File: src/rtl/tinyriscv_pkg.sv
// rtl/tinyriscv_pkg.sv - core-wide bus widths and instruction prefetch queue types
package tinyriscv_pkg;

  localparam int MemAddrBus    = 32;
  localparam int InstBus       = 32;
  localparam int PrefetchDepth = 4;

  typedef struct packed {
    logic [MemAddrBus-1:0] addr;
    logic [InstBus-1:0]    inst;
  } pf_entry_t;

endpackage

File: src/rtl/inst_prefetch_buf_fifo.sv
// rtl/inst_prefetch_buf_fifo.sv - register-array ring buffer of fetched instructions
// Occupancy is tracked by the owner; this block only moves the pointers.
module pf_fifo
  import tinyriscv_pkg::*;
#(
  parameter int DEPTH = PrefetchDepth
) (
  input  logic      clk,
  input  logic      rst_n,
  input  logic      push,
  input  pf_entry_t push_data,
  input  logic      pop,
  input  logic      flush,
  output pf_entry_t head
);

  localparam int PTR_W = (DEPTH > 1) ? $clog2(DEPTH) : 1;

  logic [PTR_W-1:0] rd_ptr;
  logic [PTR_W-1:0] wr_ptr;
  pf_entry_t        mem [DEPTH];

  // Explicit compare keeps non-power-of-2 depths wrapping correctly.
  function automatic logic [PTR_W-1:0] ptr_inc(input logic [PTR_W-1:0] p);
    return (p == PTR_W'(DEPTH - 1)) ? '0 : p + 1'b1;
  endfunction

  always_ff @(posedge clk or negedge rst_n) begin
    if (!rst_n) begin
      rd_ptr <= '0;
      wr_ptr <= '0;
    end else if (flush) begin
      rd_ptr <= '0;
      wr_ptr <= '0;
    end else begin
      if (push) wr_ptr <= ptr_inc(wr_ptr);
      if (pop)  rd_ptr <= ptr_inc(rd_ptr);
    end
  end

  always_ff @(posedge clk) begin
    if (push && !flush) mem[wr_ptr] <= push_data;
  end

  assign head = mem[rd_ptr];

endmodule

File: src/rtl/inst_prefetch_buf.sv
// rtl/inst_prefetch_buf.sv - sequential instruction prefetch queue with flush-aware response dropping
module inst_prefetch_buf
  import tinyriscv_pkg::*;
#(
  parameter int                DEPTH    = PrefetchDepth,
  parameter int                ADDR_W   = MemAddrBus,
  parameter int                INST_W   = InstBus,
  parameter logic [ADDR_W-1:0] RESET_PC = '0
) (
  input  logic              clk_i,
  input  logic              rst_ni,
  output logic              fetch_req_o,
  output logic [ADDR_W-1:0] fetch_addr_o,
  input  logic              fetch_gnt_i,
  input  logic              fetch_rvalid_i,
  input  logic [INST_W-1:0] fetch_rdata_i,
  output logic              inst_valid_o,
  output logic [INST_W-1:0] inst_o,
  output logic [ADDR_W-1:0] inst_addr_o,
  input  logic              inst_ready_i,
  input  logic              flush_i,
  input  logic [ADDR_W-1:0] flush_addr_i,
  input  logic              halt_i
);

  localparam int CNT_W = $clog2(DEPTH + 1);

  logic [CNT_W-1:0]  count_q;
  logic [CNT_W-1:0]  outst_q;
  logic [CNT_W-1:0]  discard_q;
  logic [ADDR_W-1:0] fetch_pc_q;
  logic [ADDR_W-1:0] resp_pc_q;
  logic [CNT_W:0]    occupancy;
  logic [ADDR_W-1:0] flush_target;
  logic              gnt_fire;
  logic              push;
  logic              pop;
  pf_entry_t         push_entry;
  pf_entry_t         head_entry;

  // Queued plus in-flight fetches never exceed DEPTH, so a push always finds room.
  assign occupancy    = {1'b0, count_q} + {1'b0, outst_q};
  assign fetch_req_o  = rst_ni && !halt_i && !flush_i && (occupancy < (CNT_W + 1)'(DEPTH));
  assign fetch_addr_o = fetch_pc_q;
  assign gnt_fire     = fetch_req_o && fetch_gnt_i;
  assign flush_target = flush_addr_i & ~ADDR_W'(3);

  assign push         = fetch_rvalid_i && (discard_q == '0) && !flush_i;
  assign inst_valid_o = (count_q != '0) && !flush_i;
  assign pop          = inst_valid_o && inst_ready_i;

  assign push_entry.addr = resp_pc_q;
  assign push_entry.inst = fetch_rdata_i;

  always_ff @(posedge clk_i or negedge rst_ni) begin
    if (!rst_ni) begin
      count_q    <= '0;
      outst_q    <= '0;
      discard_q  <= '0;
      fetch_pc_q <= RESET_PC;
      resp_pc_q  <= RESET_PC;
    end else begin
      outst_q <= outst_q + CNT_W'(gnt_fire) - CNT_W'(fetch_rvalid_i);
      if (flush_i) begin
        // Everything still in flight after this cycle's response belongs to the old path.
        count_q    <= '0;
        fetch_pc_q <= flush_target;
        resp_pc_q  <= flush_target;
        discard_q  <= outst_q - CNT_W'(fetch_rvalid_i);
      end else begin
        count_q <= count_q + CNT_W'(push) - CNT_W'(pop);
        if (gnt_fire) fetch_pc_q <= fetch_pc_q + ADDR_W'(4);
        if (push)     resp_pc_q  <= resp_pc_q + ADDR_W'(4);
        if (fetch_rvalid_i && (discard_q != '0)) discard_q <= discard_q - 1'b1;
      end
    end
  end

  pf_fifo #(
    .DEPTH(DEPTH)
  ) u_fifo (
    .clk      (clk_i),
    .rst_n    (rst_ni),
    .push     (push),
    .push_data(push_entry),
    .pop      (pop),
    .flush    (flush_i),
    .head     (head_entry)
  );

  assign inst_o      = inst_valid_o ? head_entry.inst : '0;
  assign inst_addr_o = inst_valid_o ? head_entry.addr : '0;

endmodule

File: config.mk
export PLATFORM = sky130hd
export DESIGN_NAME = inst_prefetch_buf
export DESIGN_NICKNAME = d
export VERILOG_FILES = /design/src/rtl/tinyriscv_pkg.sv /design/src/rtl/inst_prefetch_buf_fifo.sv /design/src/rtl/inst_prefetch_buf.sv
export SDC_FILE = /design/constraint.sdc
export NUM_CORES = 1
export LEC_CHECK = 0
export ABC_AREA = 0
export BUFFER_PORTS_ARGS = -buffer_cell sky130_fd_sc_hd__buf_2
export CAP_MARGIN = 20
export CORE_ASPECT_RATIO = 2
export CORE_MARGIN = 5
export CORE_UTILIZATION = 55
export CTS_CLUSTER_SIZE = 16
export DETAILED_ROUTE_END_ITERATION = 12
export HOLD_SLACK_MARGIN = 0.03
export PLACE_DENSITY = 0.81
export SYNTH_ARGS = -nofsm -noshare
export SYNTH_HDL_FRONTEND = slang
export SYNTH_SLANG_ARGS = --single-unit
export TNS_END_PERCENT = 50
File: constraint.sdc
create_clock -name clk_i -period 7.6 [get_ports clk_i]
set_input_delay 2.28 -clock clk_i [delete_from_list [all_inputs] [get_ports clk_i]]
set_output_delay 2.28 -clock clk_i [all_outputs]
set_load 0.02 [all_outputs]
# Yosys cells after proc, flatten, opt, wreduce, memory -nomap -nowiden
# Memory sizes are Yosys's and may differ from the RTL's.
# Cells that the tools add are included.
# Widths: inputs -> output; s select.
# op_classes
muxes,17
magnitude_cmp,1
add_sub_neg,11
n_reduce_logical,19
eq_ne,2
# ops
operator,count
$mux 32,6
$add 32x3->32 const B,2
$mux 2,6
$logic_and 1x1->1,10
$mux 3,3
$sub 3x1->3,3
$reduce_bool 2->1,4
$add 3x1->3,2
$reduce_bool 3->1,2
$add 2x1->2 const B,2
$add 3x3->4,1
$eq 2x2->1 const B,2
$lt 4x3->1 const B,1
$logic_not 3->1,1
$sub 3x1->3 const B,1
$logic_not 1->1,2
$mux 1,2
# word_totals
input_bits,71
out_inout_bits,98
ramBits,256
n_memories,1
ff_bits,77
word_cells,58
# memory_table
memory,words,word_bits,read_ports,rd_ports_with_merged_regs,write_ports,line,rtl
u_fifo.mem,4,64,1,0,1,inst_prefetch_buf_fifo.sv:21,pf_entry_t mem [DEPTH];

# Depth between registers and ports, before layout
# Gate-level depths: netlist of run 1.
# logic_depth
ltp_word,7
depth_mapped,13
depth_no_buf,12

# Cells and area by module
# Synthesis of run 1 repeated with hierarchy kept, for this count alone.
# unflattened
cells_unflattened,862
area_unflattened_um2,14108.5
# by_module_without_submodules
mod,cells_per_inst,area_each_um2,n_inst
pf_fifo,359,9520.4,1
inst_prefetch_buf,503,4588.2,1

# Worst setup path before layout of run 1
# OpenSTA, ideal clock, no wires.
# synth_timing
path_kind,input port to output port
start,input port flush_i
end,output port inst_addr_o[10]
path_buffers,3
required_ns,5.320
slack_ns,2.084
stages,5
arrival_time_ns,3.236
path_cell_list,buf_2 nor2_1 clkbuf_1 clkbuf_1 and2_1
# synth_between
elab_chain_cells,3
# synth_rtl
element,line,rtl
"start, declared",inst_prefetch_buf.sv:21,"input logic flush_i,"
$logic_not 1->1,inst_prefetch_buf.sv:49,assign inst_valid_o = (count_q != '0) && !flush_i;
$logic_and 1x1->1,inst_prefetch_buf.sv:49,
$mux 32,inst_prefetch_buf.sv:92,assign inst_addr_o = inst_valid_o ? head_entry.addr : '0;
"end, declared",inst_prefetch_buf.sv:19,"output logic [ADDR_W-1:0] inst_addr_o,"
# Every way passes these cells.

# Final worst setup path of run 1
# layout_timing
start,input port flush_i
end,output port inst_addr_o[3]
# The elaborated chain is that of the path after synthesis.

==> results of run 1 <==
==> stage by stage <==
stage | total power, uW | area [um^2] | setup WS (ns)
5_1_grt | 4540 | 15600 | 1.77
4_1_cts | 4390 | 15600 | 1.36
3_5_place_dp | 3110 | 14800 | 1.35
2_1_floorplan | 2820 | 13700 | 2.08
6_report | 4330 | 15600 | 1.87
3_3_place_gp | 3080 | 14800 | 1.40
==> where the power goes <==
| part | switching, uW | internal [uW] | total, uW | leakage (uW) |
|---|---|---|---|---|
| clock | 578 | 695 | 1270 | 0.000397 |
| sequential | 154 | 2010 | 2160 | 0.00312 |
| combinational | 476 | 424 | 900 | 0.00222 |
| total | 1210 | 3130 | 4330 | 0.00573 |
==> worst register-to-register path, delay by kind of cell (launching register included) <==
kind	cells	cell delay, ns
flip-flops	1	0.39
AND/OR/NAND/NOR	3	1.44
buffers and inverters	2	0.73
adder cells (fa/ha/maj)	1	0.19
==> sequential cells by signal, indices dropped and copies added (netlist names) <==
name           flops
u_fifo.rd_ptr      2
count_q            3
discard_q          3
u_fifo.wr_ptr      2
fetch_addr_o      30
resp_pc_q         30
u_fifo.mem       248
outst_q            3
==> cells by family (layout without fill, tap and decap cells) <==
logic type	after synthesis	count (layout)	synth area share [%]
AO/OA/AOI/OAI	69	69	3.11
XOR/XNOR	39	39	2.49
adder cells (fa/ha/maj)	19	19	1.84
buffers and inverters	68	244	2.22
flip-flops	321	321	67.7
multiplexers	75	75	11.2
other	1	4	0.0274
AND/OR/NAND/NOR	283	283	11.4
==> worst paths after layout <==
path	cells after the start	from	to	slack, ns
max	6	flush_i	inst_addr_o[3]	1.87
min	1	fetch_addr_o[17]	fetch_addr_o[17]	0.54
max reg2reg	6	discard_q[0]	u_fifo.mem[2][50]	4.46
min reg2reg	1	fetch_addr_o[17]	fetch_addr_o[17]	0.54
max in group asynchronous	2	rst_ni	u_fifo.rd_ptr[0]	4.92
min in group asynchronous	2	rst_ni	outst_q[2]	1.98
==> area by class of cell <==
class                      count  area share (%)
clock buffer                  34            4.55
clock inverter                13           0.600
inverter                      23           0.568
multi-input combinational    489            26.5
sequential                   321            59.3
tap                          332            2.65
timing repair buffer         174            5.84
==> metal layers <==
metal | up-vias | global-route usage (%) | routed length (um)
met4 | 0 | 8.52 | 1020
met2 | 253 | 37.7 | 15700
met3 | 62 | 2.18 | 1310
met5 | - | 0 | 0
li1 | 3646 | - | -
met1 | 4048 | 23.0 | 10200
==> placed cells by master (no fill, tap or decap), types with 5 or more instances in the layout <==
cell type	Yosys	routed
mux2_2	8	8
ha_1	17	17
o311ai_0	6	6
xnor2_1	23	23
a21oi_1	8	8
buf_4	6	11
mux4_2	62	62
and2_1	67	67
xor2_1	16	16
o211ai_1	10	10
clkinv_1	1	7
nand3_1	49	49
nor3_1	13	13
clkinv_2	0	5
o21ai_0	26	26
o21ai_1	5	5
inv_1	21	21
dfrtp_1	73	71
clkbuf_1	22	6
and4_1	5	5
nor2_1	34	33
nand3b_1	5	5
edfxtp_1	248	248
nand2_1	57	57
clkbuf_16	0	27
nand4_1	21	21
buf_2	13	162
==> reports/metrics.csv, run 1 <==
metric,value,unit
run_status,completed,
die_h,233,um
start_util,55.9,%
synth_top_area_share,54.4,%
postCtsSetupRepairBufs,0,
nFillCells,1820,
hp-class,reg2reg,
gp_congestion,0.834,
yosys-top-cells-count,"edfxtp_1 (248), dfrtp_1 (73), and2_1 (67)",
fin_util,63.8,%
antenna_left,0,
final_layout_size_suffix_gt1_share,28.4,%
irDropWorstVdd,0.209,mV
chipWidth,122,um
dieArea,28400,um^2
synth_edf_count,248,
yosysSeqAreaShare,67.7,%
crit_chain,"buf_2, buf_4, nor2_4, buf_12, and2_1, buf_2",
grt_pass1_vias,8416,
place_inst,1338,
synth_cells,875,
firstDrtPassIters,4,
ctsHoldBuffers,0,
multi_input_area,4150,um^2
netlist_area,13700,um^2
numCtsBuffers,26,
fin_nets,1125,
synth_most_common_cell,edfxtp_1,
fin_tns_setup,0,ns
max_slew_margin,31.2,%
drv_slew,0,
cp-end-kind,output pin,
rsz0062_at_grt,no,
clockBufferDepth,3,
ys_top_cells_by_area,"edfxtp_1 (54%), dfrtp_1 (13%), mux4_2 (10%), and2_1 (3.1%), nand3_1 (1.8%)",
grt_pass1_wl,44400,um
fin_crit_sh,75.4,%
drtIter0Drc,528,
yosysWarnings,0,
syn2layout_area_growth,14.2,%
antenna_cells,0,
syn_avg_cell_area,15.7,um^2
root_buffer,clkbuf_16,
synth_top_area_cell,edfxtp_1,
overflow,0,
cp-start-kind,primary input,
max_stage_delay,0.28,ns
ys_seq_elements,321,
ios,169,
final_cells,1386,
fmax,174,MHz
track_usage,20.1,%
rows,81,
htree_num_levels,1,
antenna_found_initial,0,
port_buffers,162,
fp.coreArea,24500,um^2
period_minus_slack,5.73,ns
clk_pin_slew,0.06,ns
grt_max_degree,74,
clkSinkCount,321,
synth_ff_type,edfxtp_1,
regArea,9280,um^2
cp_num_buf_inv,4,
cpMostUsedCell,buf_2,
routed_wl,28300,um
path_class,in2out,
worstMarginPinSlew,1.03,ns
via_count,8009,
via_per_inst,5.78,
synth.distinct_cells,55,
holdWs,0.539,ns
clock-skew-final,0.0127,ns
power.leakage,0.00573,uW
cts_tree,built,
drv_cap,0,
drcViolationCount,0,
avgRoutedWirePerCell,20.4,um
required,5.32,ns
slowest_stage,nor2_4,
path_max_fanout,52,
ctsResizeCount,0,
insertion_delay,0.53,ns
hold_viol_final,0,
crit_arrival,3.45,ns
setup_viol_count_final,0,
power_density,277,nW/um^2
dp_hpwl,18600,um
path_delay_family,buffers and inverters,
async_reset_ff_share,22.7,%
No activity file was read; power rests on OpenSTA's default activity.
==> run 2: changes to the inputs <==
- ABC_AREA: 0 -> 1
- clock period: 7.6 -> 5.4 ns (I/O delays scaled with it)
==> reports/metrics.csv, run 2 <==
metric,value,unit,change
final_common_cell,nor2_1,,
clock-skew-final,0.0125,ns,-0.000219 ns
drtIter0Drc,866,,+64%
rsz0062_at_grt,no,,
synth.distinct_cells,40,,-27%
synth_top_area_cell,edfxtp_1,,
rows,84,,+3.7%
drcViolationCount,0,,unchanged
path_class,in2out,,
root_buffer,clkbuf_16,,
htree_num_levels,1,,unchanged
internal-power,4500,uW,+44%
clkPwrFrac,28.0,%,-1.4 points
fin_tns_setup,0,ns,unchanged
dpl_worst_slack,0.615,ns,-0.733 ns
dp_hpwl,23400,um,+26%
synth_top_area_share,50.7,%,-3.6 points
final_layout_size_suffix_gt1_share,15.0,%,-13 points
crit_arrival,3.17,ns,-0.28 ns
yosys-top-cells-count,"nor2_1 (352), edfxtp_1 (248), nand2_1 (225)",,
worstMarginPinSlew,1.02,ns,-0.0104 ns
via_per_inst,5.57,,-3.6%
routed_wl,35800,um,+27%
slowest_stage,inv_2,,
syn2layout_area_growth,13.4,%,
cts_tree,built,,
hold_viol_final,0,,unchanged
antenna_found_initial,0,,unchanged
dieArea,30300,um^2,+6.7%
antenna_left,0,,unchanged
grt_pass1_vias,11200,,+34%
required,3.78,ns,-1.54 ns
regMostFlops,u_fifo.mem,,
overflow,0,,unchanged
gp_congestion,0.957,,+15%
via_count,11200,,+39%
async_reset_ff_share,22.7,%,unchanged
avgRoutedWirePerCell,17.9,um,-12%
insertion_delay,0.54,ns,about the same
die_h,241,um,+3.4%
fmax,209,MHz,
chipWidth,126,um,+3.2%
ios,169,,unchanged
synth_cells,1498,,+71%
synth_ff_type,edfxtp_1,,
irDropWorstVdd,0.232,mV,+11%
grt_max_degree,74,,unchanged
crit_chain,"buf_2, nor2_1, inv_2, buf_4, a21oi_1, buf_2",,
grt_pass1_wl,57200,um,+29%
period_minus_slack,4.79,ns,
synth_edf_count,248,,unchanged
p_comb_share,25.3,%,+4.5 points
start_util,55.7,%,-0.19 points
fin_nets,1729,,+54%
fp.coreArea,26400,um^2,+7.6%
drv_cap,0,,unchanged
port_buffers,162,,unchanged
netlist_area,14700,um^2,+7.2%
hp-class,reg2reg,,
ys_seq_elements,321,,unchanged
fin_crit_sh,88.8,%,
largest_register_ffs,248,,unchanged
p_switching,2290,uW,+90%
clkSinkCount,321,,unchanged
ctsHoldBuffers,0,,unchanged
max_slew_margin,32.1,%,+0.95 points
run_status,completed,,
track_usage,23.5,%,+3.4 points
cp-start-kind,primary input,,
antenna_cells,0,,unchanged
firstDrtPassIters,6,,+2
syn_avg_cell_area,9.80,um^2,-37%
power_density,408,nW/um^2,+47%
ctsResizeCount,0,,unchanged
clockBufferDepth,3,,unchanged
numCtsBuffers,26,,unchanged
cp-end-kind,output pin,,
yosysWarnings,0,,unchanged
postCtsSetupRepairBufs,0,,unchanged
p_seq_share,46.7,%,-3.2 points
ys_top_cells_by_area,"edfxtp_1 (51%), dfrtp_1 (12%), nor2_1 (9.0%), nand2_1 (5.8%), o21ai_0 (5.2%)",,
path_max_fanout,44,,-15%
drv_slew,0,,unchanged
swShare,33.8,%,+5.9 points
finalWorstSetupSlack,0.607,ns,-1.26 ns
power.leakage,0.00661,uW,+15%
max_stage_delay,0.69,ns,+0.41 ns
cpMostUsedCell,buf_2,,
clk_pin_slew,0.07,ns,about the same
setup_viol_count_final,0,,unchanged
yosysSeqAreaShare,63.2,%,-4.5 points
synth_most_common_cell,nor2_1,,
final_cell_mix,"nor2_1 (348), edfxtp_1 (248), nand2_1 (225)",,
==> run 2: cell count changes after synthesis, sizes merged, moves of 32 or more <==
cell,before,now
nand3,50,82
nor2,34,363
mux4,62,0
and2,67,2
a21oi,8,103
o21ai,31,153
inv,22,90
nand2,57,229
==> run 2: area by class of cell <==
cell class	instances	area, um^2
timing repair buffer	179	963
tap	344	430
inverter	92	345
fill	2132	9730
clock buffer	35	716
sequential	321	9280
clock inverter	12	138
multi-input combinational	1019	4780
==> run 2: metrics by stage <==
step	power (uW)	instance area [um^2]	hold WS (ns)	util [%]	std cells
floorplan	4350	14700	0.466	-	1501
global placement	4870	15800	0.493	59.9	1955
detailed placement	4940	15800	0.494	59.9	1955
CTS	6830	16600	0.504	63.1	2002
global route	7180	16600	0.533	63.1	2002
finish	6790	16600	0.501	63.1	2002
==> run 2: routing by layer <==
layer / vias to the layer above / global-route usage [%] / share of wire [%]
li1: 5349 / - / -
met1: 5335 / 26.0 / 36
met2: 383 / 45.1 / 54
met3: 86 / 2.37 / 4.8
met4: 0 / 10.7 / 4.8
met5: - / 0 / 0
==> run 2: power groups by stage <==
stage	clock network, uW	registers [uW]	logic, uW
after floorplan	0	3140	1210
after global placement	0	3200	1680
final	1900	3170	1720
after CTS	1930	3160	1740
after global routing	2040	3200	1930
after detailed placement	0	3210	1730
==> run 2: critical path: cells and delay by family <==
family          cells  cell delay, ns
simple gates        1            0.07
buf+inv             4            1.35
compound gates      1            0.09
==> run 2: path summary, 6_finish.rpt <==
| path | startpoint | end | slack [ns] | cells after the start |
|---|---|---|---|---|
| min in group asynchronous | rst_ni | outst_q[0] | 1.34 | 2 |
| setup / recovery | flush_i | inst_addr_o[20] | 0.61 | 6 |
| hold / removal | outst_q[1] | outst_q[2] | 0.50 | 1 |
| max in group asynchronous | rst_ni | u_fifo.rd_ptr[0] | 3.34 | 2 |
| hold reg to reg | outst_q[1] | outst_q[2] | 0.50 | 1 |
| setup reg to reg | discard_q[0] | count_q[2] | 2.63 | 12 |
==> run 2: cell families after synthesis <==
family	after synthesis	share of synthesized area (%)
AO/OA/AOI/OAI	281	10.1
XOR/XNOR	12	0.716
adder cells (fa/ha/maj)	19	1.72
buffers and inverters	161	4.60
flip-flops	321	63.2
other	1	0.0255
AND/OR/NAND/NOR	703	19.7
